File: config.mk
export PLATFORM = sky130hd
export DESIGN_NAME = multicycle_control_unit_flat
export DESIGN_NICKNAME = d
export VERILOG_FILES = /design/src/rtl/multicycle_control_unit_pkg.sv /design/src/rtl/multicycle_control_unit_if.sv /design/src/rtl/multicycle_control_unit_alu_decoder.sv /design/src/rtl/multicycle_control_unit.sv /design/src/flat_wrapper.sv
export SDC_FILE = /design/constraint.sdc
export NUM_CORES = 1
export LEC_CHECK = 0
export BUFFER_PORTS_ARGS = -buffer_cell sky130_fd_sc_hd__clkbuf_2
export CAP_MARGIN = 25
export CORE_MARGIN = 4
export CORE_UTILIZATION = 42
export DETAILED_ROUTE_END_ITERATION = 12
export PLACE_DENSITY = 0.81
export SLEW_MARGIN = 20
export SYNTH_ARGS = -nofsm -noshare
export SYNTH_HDL_FRONTEND = slang
export SYNTH_SLANG_ARGS = --single-unit
File: constraint.sdc
create_clock -name clk -period 2 [get_ports clk]
set_clock_uncertainty 0.05 [all_clocks]
set_input_delay 0.4 -clock clk [delete_from_list [all_inputs] [get_ports clk]]
set_output_delay 0.4 -clock clk [all_outputs]
set_load 0.03 [all_outputs]
File: src/rtl/multicycle_control_unit_pkg.sv
// data_path_ctrl_pkg: shared state, opcode, funct, ALU and ALUSrcB encodings for the multi-cycle MIPS
package data_path_ctrl_pkg;
    typedef enum logic [3:0] {
        FETCH    = 4'd0,
        DECODE   = 4'd1,
        MEMADR   = 4'd2,
        MEMREAD  = 4'd3,
        MEMWB    = 4'd4,
        MEMWRITE = 4'd5,
        EXEC_R   = 4'd6,
        ALUWB    = 4'd7,
        ADDI_EX  = 4'd8,
        ADDI_WB  = 4'd9,
        BRANCH   = 4'd10
    } state_t;
    localparam logic [5:0] OP_RTYPE = 6'h00;
    localparam logic [5:0] OP_LW    = 6'h23;
    localparam logic [5:0] OP_SW    = 6'h2B;
    localparam logic [5:0] OP_ADDI  = 6'h08;
    localparam logic [5:0] OP_BEQ   = 6'h04;
    localparam logic [5:0] F_ADD    = 6'h20;
    localparam logic [5:0] F_SUB    = 6'h22;
    localparam logic [5:0] F_AND    = 6'h24;
    localparam logic [5:0] F_OR     = 6'h25;
    localparam logic [5:0] F_SLT    = 6'h2A;
    localparam logic [3:0] ALU_AND  = 4'b0000;
    localparam logic [3:0] ALU_OR   = 4'b0001;
    localparam logic [3:0] ALU_ADD  = 4'b0100;
    localparam logic [3:0] ALU_SUB  = 4'b0101;
    localparam logic [3:0] ALU_SLT  = 4'b0111;
    localparam logic [1:0] SRCB_REG    = 2'b00;
    localparam logic [1:0] SRCB_FOUR   = 2'b01;
    localparam logic [1:0] SRCB_IMM    = 2'b10;
    localparam logic [1:0] SRCB_IMM_SH = 2'b11;
endpackage

File: src/rtl/multicycle_control_unit_if.sv
// multicycle_control_unit_if: instruction fields in, datapath control strobes out
interface multicycle_control_unit_if;
    logic       enable_i;
    logic [5:0] OP;
    logic [5:0] Funct;
    logic       Zero;
    logic       PCWrite;
    logic       IorD;
    logic       MemWrite;
    logic       IRWrite;
    logic       RegDst;
    logic       MemtoReg;
    logic       RegWrite;
    logic       ALUSrcA;
    logic       PCSrc;
    logic [1:0] ALUSrcB;
    logic [3:0] ALUControl;
    logic       instr_done_o;
    logic       illegal_o;
    logic [3:0] state_o;
    modport master (
        input  enable_i, OP, Funct, Zero,
        output PCWrite, IorD, MemWrite, IRWrite, RegDst, MemtoReg, RegWrite, ALUSrcA, PCSrc,
               ALUSrcB, ALUControl, instr_done_o, illegal_o, state_o
    );
    modport slave (
        output enable_i, OP, Funct, Zero,
        input  PCWrite, IorD, MemWrite, IRWrite, RegDst, MemtoReg, RegWrite, ALUSrcA, PCSrc,
               ALUSrcB, ALUControl, instr_done_o, illegal_o, state_o
    );
endinterface

File: src/rtl/multicycle_control_unit_alu_decoder.sv
// alu_decoder: R-type Funct field to ALU operation code plus a supported-function flag
module alu_decoder
    import data_path_ctrl_pkg::*;
(
    input  logic [5:0] funct,
    output logic [3:0] alu_control,
    output logic       funct_valid
);
    // unsupported functions fall back to ADD; the FSM never executes them
    always_comb begin
        alu_control = (funct == F_SUB) ? ALU_SUB :
                      (funct == F_AND) ? ALU_AND :
                      (funct == F_OR)  ? ALU_OR  :
                      (funct == F_SLT) ? ALU_SLT : ALU_ADD;
        funct_valid = (funct == F_ADD) || (funct == F_SUB) || (funct == F_AND) ||
                      (funct == F_OR)  || (funct == F_SLT);
    end
endmodule

File: src/rtl/multicycle_control_unit.sv
// multicycle_control_unit: Moore FSM sequencing the multi-cycle MIPS datapath
module multicycle_control_unit
    import data_path_ctrl_pkg::*;
#(
    parameter bit SUPPORT_BEQ  = 1'b1,
    parameter bit SUPPORT_ADDI = 1'b1
) (
    input logic                       clk,
    input logic                       reset,
    multicycle_control_unit_if.master bus
);
    state_t     state;
    state_t     state_nxt;
    logic       is_lw;
    logic       is_mem;
    logic       is_r;
    logic       is_addi;
    logic       is_beq;
    logic [3:0] r_alu;
    logic       funct_valid;
    logic       pc_w;
    logic       iord;
    logic       mem_w;
    logic       ir_w;
    logic       reg_dst;
    logic       mem_to_reg;
    logic       reg_w;
    logic       src_a;
    logic       pc_src;
    logic [1:0] src_b;
    logic [3:0] alu;
    logic       done;
    logic       illegal;

    alu_decoder u_alu_decoder (
        .funct       (bus.Funct),
        .alu_control (r_alu),
        .funct_valid (funct_valid)
    );

    assign is_mem  = (bus.OP == OP_LW) || (bus.OP == OP_SW);
    assign is_r    = (bus.OP == OP_RTYPE) && funct_valid;
    assign is_addi = SUPPORT_ADDI && (bus.OP == OP_ADDI);
    assign is_beq  = SUPPORT_BEQ && (bus.OP == OP_BEQ);

    // state register; lw/sw choice is latched in DECODE so later OP changes are ignored
    always_ff @(posedge clk) begin
        if (reset) begin
            state <= FETCH;
            is_lw <= 1'b0;
        end else if (bus.enable_i) begin
            state <= state_nxt;
            if (state == DECODE) is_lw <= (bus.OP == OP_LW);
        end
    end

    // next state and raw per-state control strobes
    always_comb begin
        state_nxt  = FETCH;
        pc_w       = 1'b0;
        iord       = 1'b0;
        mem_w      = 1'b0;
        ir_w       = 1'b0;
        reg_dst    = 1'b0;
        mem_to_reg = 1'b0;
        reg_w      = 1'b0;
        src_a      = 1'b0;
        pc_src     = 1'b0;
        src_b      = SRCB_REG;
        alu        = ALU_ADD;
        done       = 1'b0;
        illegal    = 1'b0;
        case (state)
            FETCH: begin
                ir_w      = 1'b1;
                pc_w      = 1'b1;
                src_b     = SRCB_FOUR;
                state_nxt = DECODE;
            end
            DECODE: begin
                src_b     = SRCB_IMM_SH;
                state_nxt = is_mem ? MEMADR : is_r ? EXEC_R : is_addi ? ADDI_EX : is_beq ? BRANCH : FETCH;
                illegal   = !(is_mem || is_r || is_addi || is_beq);
            end
            MEMADR: begin
                src_a     = 1'b1;
                src_b     = SRCB_IMM;
                state_nxt = is_lw ? MEMREAD : MEMWRITE;
            end
            MEMREAD: begin
                iord      = 1'b1;
                state_nxt = MEMWB;
            end
            MEMWB: begin
                mem_to_reg = 1'b1;
                reg_w      = 1'b1;
                done       = 1'b1;
            end
            MEMWRITE: begin
                iord  = 1'b1;
                mem_w = 1'b1;
                done  = 1'b1;
            end
            EXEC_R: begin
                src_a     = 1'b1;
                alu       = r_alu;
                state_nxt = ALUWB;
            end
            ALUWB: begin
                reg_dst = 1'b1;
                reg_w   = 1'b1;
                done    = 1'b1;
            end
            ADDI_EX: begin
                src_a     = 1'b1;
                src_b     = SRCB_IMM;
                state_nxt = ADDI_WB;
            end
            ADDI_WB: begin
                reg_w = 1'b1;
                done  = 1'b1;
            end
            BRANCH: begin
                src_a  = 1'b1;
                alu    = ALU_SUB;
                pc_src = 1'b1;
                pc_w   = bus.Zero;
                done   = 1'b1;
            end
            default: state_nxt = FETCH;
        endcase
    end

    // reset forces defaults; enable low suppresses every write strobe and pulse
    always_comb begin
        bus.PCWrite      = !reset && bus.enable_i && pc_w;
        bus.MemWrite     = !reset && bus.enable_i && mem_w;
        bus.IRWrite      = !reset && bus.enable_i && ir_w;
        bus.RegWrite     = !reset && bus.enable_i && reg_w;
        bus.instr_done_o = !reset && bus.enable_i && done;
        bus.illegal_o    = !reset && bus.enable_i && illegal;
        bus.IorD         = !reset && iord;
        bus.RegDst       = !reset && reg_dst;
        bus.MemtoReg     = !reset && mem_to_reg;
        bus.ALUSrcA      = !reset && src_a;
        bus.PCSrc        = !reset && pc_src;
        bus.ALUSrcB      = reset ? SRCB_REG : src_b;
        bus.ALUControl   = reset ? ALU_ADD : alu;
        bus.state_o      = reset ? FETCH : state;
    end
endmodule
File: src/flat_wrapper.sv
// flat-port wrapper written by rule: the top's interface ports become plain ports
module multicycle_control_unit_flat import data_path_ctrl_pkg::*;
#(
    parameter bit SUPPORT_BEQ  = 1'b1,
    parameter bit SUPPORT_ADDI = 1'b1
)
  (clk, reset, bus_enable_i, bus_OP, bus_Funct, bus_Zero, bus_PCWrite, bus_IorD, bus_MemWrite, bus_IRWrite, bus_RegDst, bus_MemtoReg, bus_RegWrite, bus_ALUSrcA, bus_PCSrc, bus_ALUSrcB, bus_ALUControl, bus_instr_done_o, bus_illegal_o, bus_state_o);
  multicycle_control_unit_if bus_i ();
  input logic clk;
  input logic reset;
  input wire logic [$bits(bus_i.enable_i)-1:0] bus_enable_i;
  input wire logic [$bits(bus_i.OP)-1:0] bus_OP;
  input wire logic [$bits(bus_i.Funct)-1:0] bus_Funct;
  input wire logic [$bits(bus_i.Zero)-1:0] bus_Zero;
  output wire logic [$bits(bus_i.PCWrite)-1:0] bus_PCWrite;
  output wire logic [$bits(bus_i.IorD)-1:0] bus_IorD;
  output wire logic [$bits(bus_i.MemWrite)-1:0] bus_MemWrite;
  output wire logic [$bits(bus_i.IRWrite)-1:0] bus_IRWrite;
  output wire logic [$bits(bus_i.RegDst)-1:0] bus_RegDst;
  output wire logic [$bits(bus_i.MemtoReg)-1:0] bus_MemtoReg;
  output wire logic [$bits(bus_i.RegWrite)-1:0] bus_RegWrite;
  output wire logic [$bits(bus_i.ALUSrcA)-1:0] bus_ALUSrcA;
  output wire logic [$bits(bus_i.PCSrc)-1:0] bus_PCSrc;
  output wire logic [$bits(bus_i.ALUSrcB)-1:0] bus_ALUSrcB;
  output wire logic [$bits(bus_i.ALUControl)-1:0] bus_ALUControl;
  output wire logic [$bits(bus_i.instr_done_o)-1:0] bus_instr_done_o;
  output wire logic [$bits(bus_i.illegal_o)-1:0] bus_illegal_o;
  output wire logic [$bits(bus_i.state_o)-1:0] bus_state_o;
  assign bus_i.enable_i = bus_enable_i;
  assign bus_i.OP = bus_OP;
  assign bus_i.Funct = bus_Funct;
  assign bus_i.Zero = bus_Zero;
  assign bus_PCWrite = bus_i.PCWrite;
  assign bus_IorD = bus_i.IorD;
  assign bus_MemWrite = bus_i.MemWrite;
  assign bus_IRWrite = bus_i.IRWrite;
  assign bus_RegDst = bus_i.RegDst;
  assign bus_MemtoReg = bus_i.MemtoReg;
  assign bus_RegWrite = bus_i.RegWrite;
  assign bus_ALUSrcA = bus_i.ALUSrcA;
  assign bus_PCSrc = bus_i.PCSrc;
  assign bus_ALUSrcB = bus_i.ALUSrcB;
  assign bus_ALUControl = bus_i.ALUControl;
  assign bus_instr_done_o = bus_i.instr_done_o;
  assign bus_illegal_o = bus_i.illegal_o;
  assign bus_state_o = bus_i.state_o;
  multicycle_control_unit #(.SUPPORT_BEQ(SUPPORT_BEQ), .SUPPORT_ADDI(SUPPORT_ADDI)) u_core (.clk(clk), .reset(reset), .bus(bus_i));
endmodule
==> results.ini, run 1 <==
[detailed_routing]
routed_wl_um = 2290
drc = 0
avgRoutedWirePerCell_um = 14.7
drt_first_pass_iters = 4
viasPerCell = 5.86
detail-route-antenna-nets = 0
drt-initial-drc-count = 17
vias = 908

[clock_network]
cts_root_buf = clkbuf_4
clockBufferDepth = 2
numCtsBuffers = 3
worstSkewPairLatency_ns = 0.24
cts.sinks = 5
cts_max_level = 1
postCtsHoldBufs = 0
clk_transition_reported_paths_ns = 0.04
tritoncts = done

[final_layout]
finalInstanceArea_um2 = 1070
area_growth_pct = 68.4
final_util = 0.785
drive_gt1_frac = 0.500
antennaDiodeCount = 0
fin_nets = 157

[synthesis]
synth-edff-count = 0
synth_top_area_cell = dfxtp_1
yosys_register_bits = 5
ys_top_cells_by_area = dfxtp_1 16%, nor2b_1 5.9%, nor4_1 5.9%, o21ai_0 5.5%, nand2_1 5.3%
synth-seq-area-share = 0.157
syn_area_um2 = 637
syn_nets = 111
async_flop_share = 0
syn_inst = 95
yosysUniqueCellTypes = 37
ys_dominant_reg_cell = dfxtp_1
synth_top_area_frac = 0.157
synth_area_per_cell_um2 = 6.70
synth_common_cells = 9 x nand2_1, 7 x o21ai_0
synth_most_common_cell = nand2_1
yosysWarnings = 0

[critical_path]
crit_arrival_ns = 1.51
start_kind = register
r2r_slack_ns = 0.21
required_ns = 1.55
cp_max_fo = 3
reg2reg_from = u_core.state[3]
reg2reg_to = u_core.is_lw
reg2reg_depth = 4
critPathCaptureType = primary output
worstSetupPathType = register to primary output

[power_and_ir_drop]
peakVddDrop_mv = 0.351
power_leakage_nw = 0.504
power_density_nw_per_um2 = 343
power.total_mw = 0.368

[timing]
grt_setup_unrepaired = yes
post-route-period-util = 0.982
slew_viol_final = 0
max_freq_mhz = 509
final_hold_viol_count = 0
holdWs_ns = 0.448
fin_crit_ns = 1.96
setup_viol_count_final = 0

[global_routing]
grt_use_met1 = 0.282
grt_pass1_vias = 794
antenna_found_initial = 0
overflow = 0
grt_pass1_wl_um = 3560
grt_use_total = 0.228
met3_usage = 0.0268
grt_max_degree = 15
grt_busiest_layer = met2
met2_usage = 0.390

[min_path]
whs_path_depth = 2
whs_endpoint = u_core.is_lw
worstHoldStart = u_core.is_lw
hp-class = register to register

[run_status]
status = finished, final reports clean

[die]
num_rows = 13
die_y_um = 46.9
die_x_um = 46.9
io_pins = 37
core_area_um2 = 1370
initial_core_util = 0.466
die_area_um2 = 2200

[placed_design]
dpl-instance-area_um2 = 932
port_buffers = 35
dp_hpwl_um = 1660
globalplace.congestion = 0.928

[run]
cap_violations = 0

## metal layers
metal | part of all wire | wire length (µm)
met2 | 0.53 | 1210
met1 | 0.41 | 946
met3 | 0.040 | 92
met5 | 0 | 0
met4 | 0.014 | 33
## kinds of logic after synthesis
logic type / synth area share
other: 0.00589
flip-flops: 0.157
XOR/XNOR: 0.0275
buffers and inverters: 0.0766
AO/OA/AOI/OAI: 0.232
AND/OR/NAND/NOR: 0.485
multiplexers: 0.0157
## final cells by class
| cell class | instances | area [µm²] |
|---|---|---|
| multi-input combinational | 78 | 594 |
| tap | 15 | 18.8 |
| sequential | 5 | 103 |
| timing repair buffer | 49 | 315 |
| clock buffer | 4 | 26.3 |
| inverter | 4 | 15.0 |
| fill | 95 | 294 |
## worst max-delay path by stage
stage                                from                end  slack [ns]  depth (start not counted)
after floorplan           u_core.state[2]     bus_ALUSrcB[0]       -0.18                          3
after global placement       bus_enable_i      bus_illegal_o      -0.006                          5
after detailed placement        bus_OP[5]      bus_illegal_o       -0.03                          5
after CTS                 u_core.state[3]      bus_illegal_o       -0.02                          4
after global routing      u_core.state[1]  bus_ALUControl[1]       -0.04                          5
final                     u_core.state[3]      bus_illegal_o        0.04                          4
## report_power, final
group,internal (mW),switching (mW)
Combinational,0.0624,0.0856
Sequential,0.103,0.00406
Clock,0.0752,0.0376
Total,0.240,0.127
## critical path, cell delays in order (launching register included)
cell,delay [ns]
dfxtp_2,0.34
or3b_4,0.43
nor3_4,0.13
and4_4,0.25
buf_8,0.12
## repair_timing
item	CTS	global route
resized for setup	15	13
pin swaps	5	4
buffers inserted	2	0
setup endpoints to repair	4	7
cloned	0	0
## registers in the layout, summed over array words and instances, names as in the netlist
register and flops:
u_core.state 4, u_core.is_lw 1
## cells in the final DEF, fill, tap and decap left out, types with 3 or more instances in the layout
cell type,n
clkbuf_2,29
inv_1,4
nor2b_1,5
a21oi_1,5
clkbuf_4,4
nor4_2,3
buf_6,3
o21ai_0,7
and3_1,3
nand2b_1,4
nand2_1,7
buf_4,12
nor2_1,5
dfxtp_1,3
## stage by stage
step / std cells / setup TNS, ns / worst slack [ns]
detailed placement: 149 / -0.0273 / -0.0273
finish: 155 / 0 / 0.0363
floorplan: 95 / -0.304 / -0.184
CTS: 155 / -0.0176 / -0.0176
global route: 155 / -0.0971 / -0.0432
global placement: 149 / -0.00589 / -0.00589
Power figures use the tool's default switching activity.
==> run 2: changes to the inputs <==
--- a/config.mk
+++ b/config.mk
@@ -7,8 +7,8 @@
 export LEC_CHECK = 0
-export BUFFER_PORTS_ARGS = -buffer_cell sky130_fd_sc_hd__clkbuf_2
 export CAP_MARGIN = 25
 export CORE_MARGIN = 4
-export CORE_UTILIZATION = 42
+export CORE_UTILIZATION = 45
 export DETAILED_ROUTE_END_ITERATION = 12
-export PLACE_DENSITY = 0.81
+export DONT_BUFFER_PORTS = 1
+export PLACE_DENSITY = 0.64
 export SLEW_MARGIN = 20
==> constraint.sdc (replaced) <==
create_clock -name clk -period 2 [get_ports clk]
set_clock_uncertainty 0.05 [all_clocks]
set_input_delay 0.2 -clock clk [delete_from_list [all_inputs] [get_ports clk]]
set_output_delay 0.2 -clock clk [all_outputs]
set_load 0.03 [all_outputs]
==> run 2 against run 1 <==
Against the previous run:
- flip-flop and latch count stayed put
- maximum frequency is 3.4% higher
- via count is 15% lower
- sequential share of layout area is 2.5 points higher
- clock power hardly changed
- combinational power is 38% lower
- die area is 5.5% lower
- register-to-register slack better by 0.03 ns
- critical endpoint unchanged
==> results.ini, run 2 (same netlist as run 1, synthesis figures left out) <==
[detailed_routing]
drc = 0
drt_first_pass_iters = 4
vias = 769
viasPerCell = 6.10
drt-initial-drc-count = 24
routed_wl_um = 1910
avgRoutedWirePerCell_um = 15.2
detail-route-antenna-nets = 0

[timing]
final_hold_viol_count = 0
fin_crit_ns = 1.90
setup_viol_count_final = 0
setup_tns_ns = 0
max_freq_mhz = 526
slew_viol_final = 0
finalWorstSetupSlack_ns = 0.100
post-route-period-util = 0.950

[power_and_ir_drop]
power_frac_seq = 0.343
peakVddDrop_mv = 0.293
p_comb_frac = 0.289
p_sw_frac = 0.315
intPower_mw = 0.216
p_clk_frac = 0.369
p_switching_mw = 0.0996
power_leakage_nw = 0.361
power_density_nw_per_um2 = 377

[placed_design]
post-place-ws_ns = 0.154
globalplace.congestion = 0.858
dp_hpwl_um = 1460
port_buffers = 0

[final_layout]
antennaDiodeCount = 0
multiInputGateArea_um2 = 523
largest_reg_flops = 4
layout_common_cells = 19 x buf_4, 9 x nand2_1, 7 x o21ai_0, 6 x nor2b_1, 6 x nor2_1
fill_cells = 137
drive_gt1_frac = 0.270
final_common_cell = buf_4
largest_register = u_core.state
area_growth_pct = 31.4
fin_nets = 128
reg.largest.list = u_core.state: 4 flops, u_core.is_lw: 1 flops
seq_area_um2 = 101

[critical_path]
cp_slowest_cell = or3b_1
critPathCaptureType = primary output
start_kind = register
max_stage_delay_ns = 0.42
required_ns = 1.75
worstSetupPathType = register to primary output
crit_family = simple AND/OR/NAND/NOR gates
crit_arrival_ns = 1.65
crit_buf_inv = 0
cp_max_fo = 9
cp_cell_sequence = or3b_1 > nor3_1 > and4_2

[die]
die_y_um = 45.6
num_rows = 13
core_area_um2 = 1320
initial_core_util = 0.483
die_x_um = 45.6
die_area_um2 = 2080
io_pins = 37

[clock_network]
clk_transition_reported_paths_ns = 0.04
cts.sinks = 5
cts_root_buf = clkbuf_4
cts_setup_buffers = 0
cts_max_level = 1
clockBufferDepth = 2
tritoncts = done
numCtsBuffers = 3
worstSkewPairLatency_ns = 0.24

[global_routing]
grt_use_total = 0.211
grt_pass1_vias = 753
grt_max_degree = 14
antenna_found_initial = 0
overflow = 0
grt_pass1_wl_um = 3250

[run_status]
status = finished, final reports clean

[min_path]
hp-class = input pin to register

[run]
cap_violations = 0

-- run 2: cell types whose count changed in the layout (fill, tap and decap cells not counted), sizes merged --
cell / before / now
clkbuf: 35 / 4
buf: 18 / 19
dlygate4sd3: 0 / 1
-- run 2: layer usage --
metal | global-route usage | share of wire | up-vias | wire (µm)
met5 | 0 | 0 | - | 0
met4 | 0.0994 | 0.015 | 0 | 28
met2 | 0.351 | 0.50 | 31 | 956
li1 | - | - | 385 | -
met3 | 0.0593 | 0.079 | 4 | 151
met1 | 0.245 | 0.41 | 349 | 777
-- run 2: final timing paths --
path / start / end / slack, ns / cells past startpoint
max: u_core.state[1] / bus_illegal_o / 0.10 / 3
min reg2reg: u_core.is_lw / u_core.is_lw / 0.45 / 2
max reg2reg: u_core.state[1] / u_core.is_lw / 0.24 / 4
min: bus_enable_i / u_core.state[0] / 0.09 / 2
-- run 2: final cells by class --
cell class,count,share of cell area
clock buffer,4,0.0314
inverter,4,0.0179
multi-input combinational,78,0.625
sequential,5,0.121
tap,15,0.0224
timing repair buffer,20,0.182
-- run 2: what timing repair did --
| action | CTS | global route |
|---|---|---|
| hold buffers | 1 | 0 |
| hold endpoints to repair | 2 | 0 |
| gates cloned | 0 | 0 |
| resized for setup | 5 | 2 |
| setup endpoints to repair | 3 | 4 |
| pin swaps | 0 | 0 |
-- run 2: power by group through the flow --
| stage | combinational [mW] | sequential, mW | clock, mW |
|---|---|---|---|
| finish | 0.0911 | 0.108 | 0.116 |
| global route | 0.0997 | 0.109 | 0.127 |
| CTS | 0.0899 | 0.108 | 0.119 |
| detailed placement | 0.0865 | 0.110 | 0 |
| global placement | 0.0852 | 0.110 | 0 |
| floorplan | 0.0732 | 0.105 | 0 |
-- run 2: per-stage QoR --
stage	instance area [µm²]	hold slack, ns	power (mW)	std cells	util
global route	837	0.0909	0.335	126	0.635
CTS	827	0.0844	0.317	126	0.628
finish	837	0.0913	0.316	126	0.635
global placement	777	0.215	0.195	121	0.590
detailed placement	777	0.217	0.196	121	0.590
floorplan	649	0.324	0.179	95	-
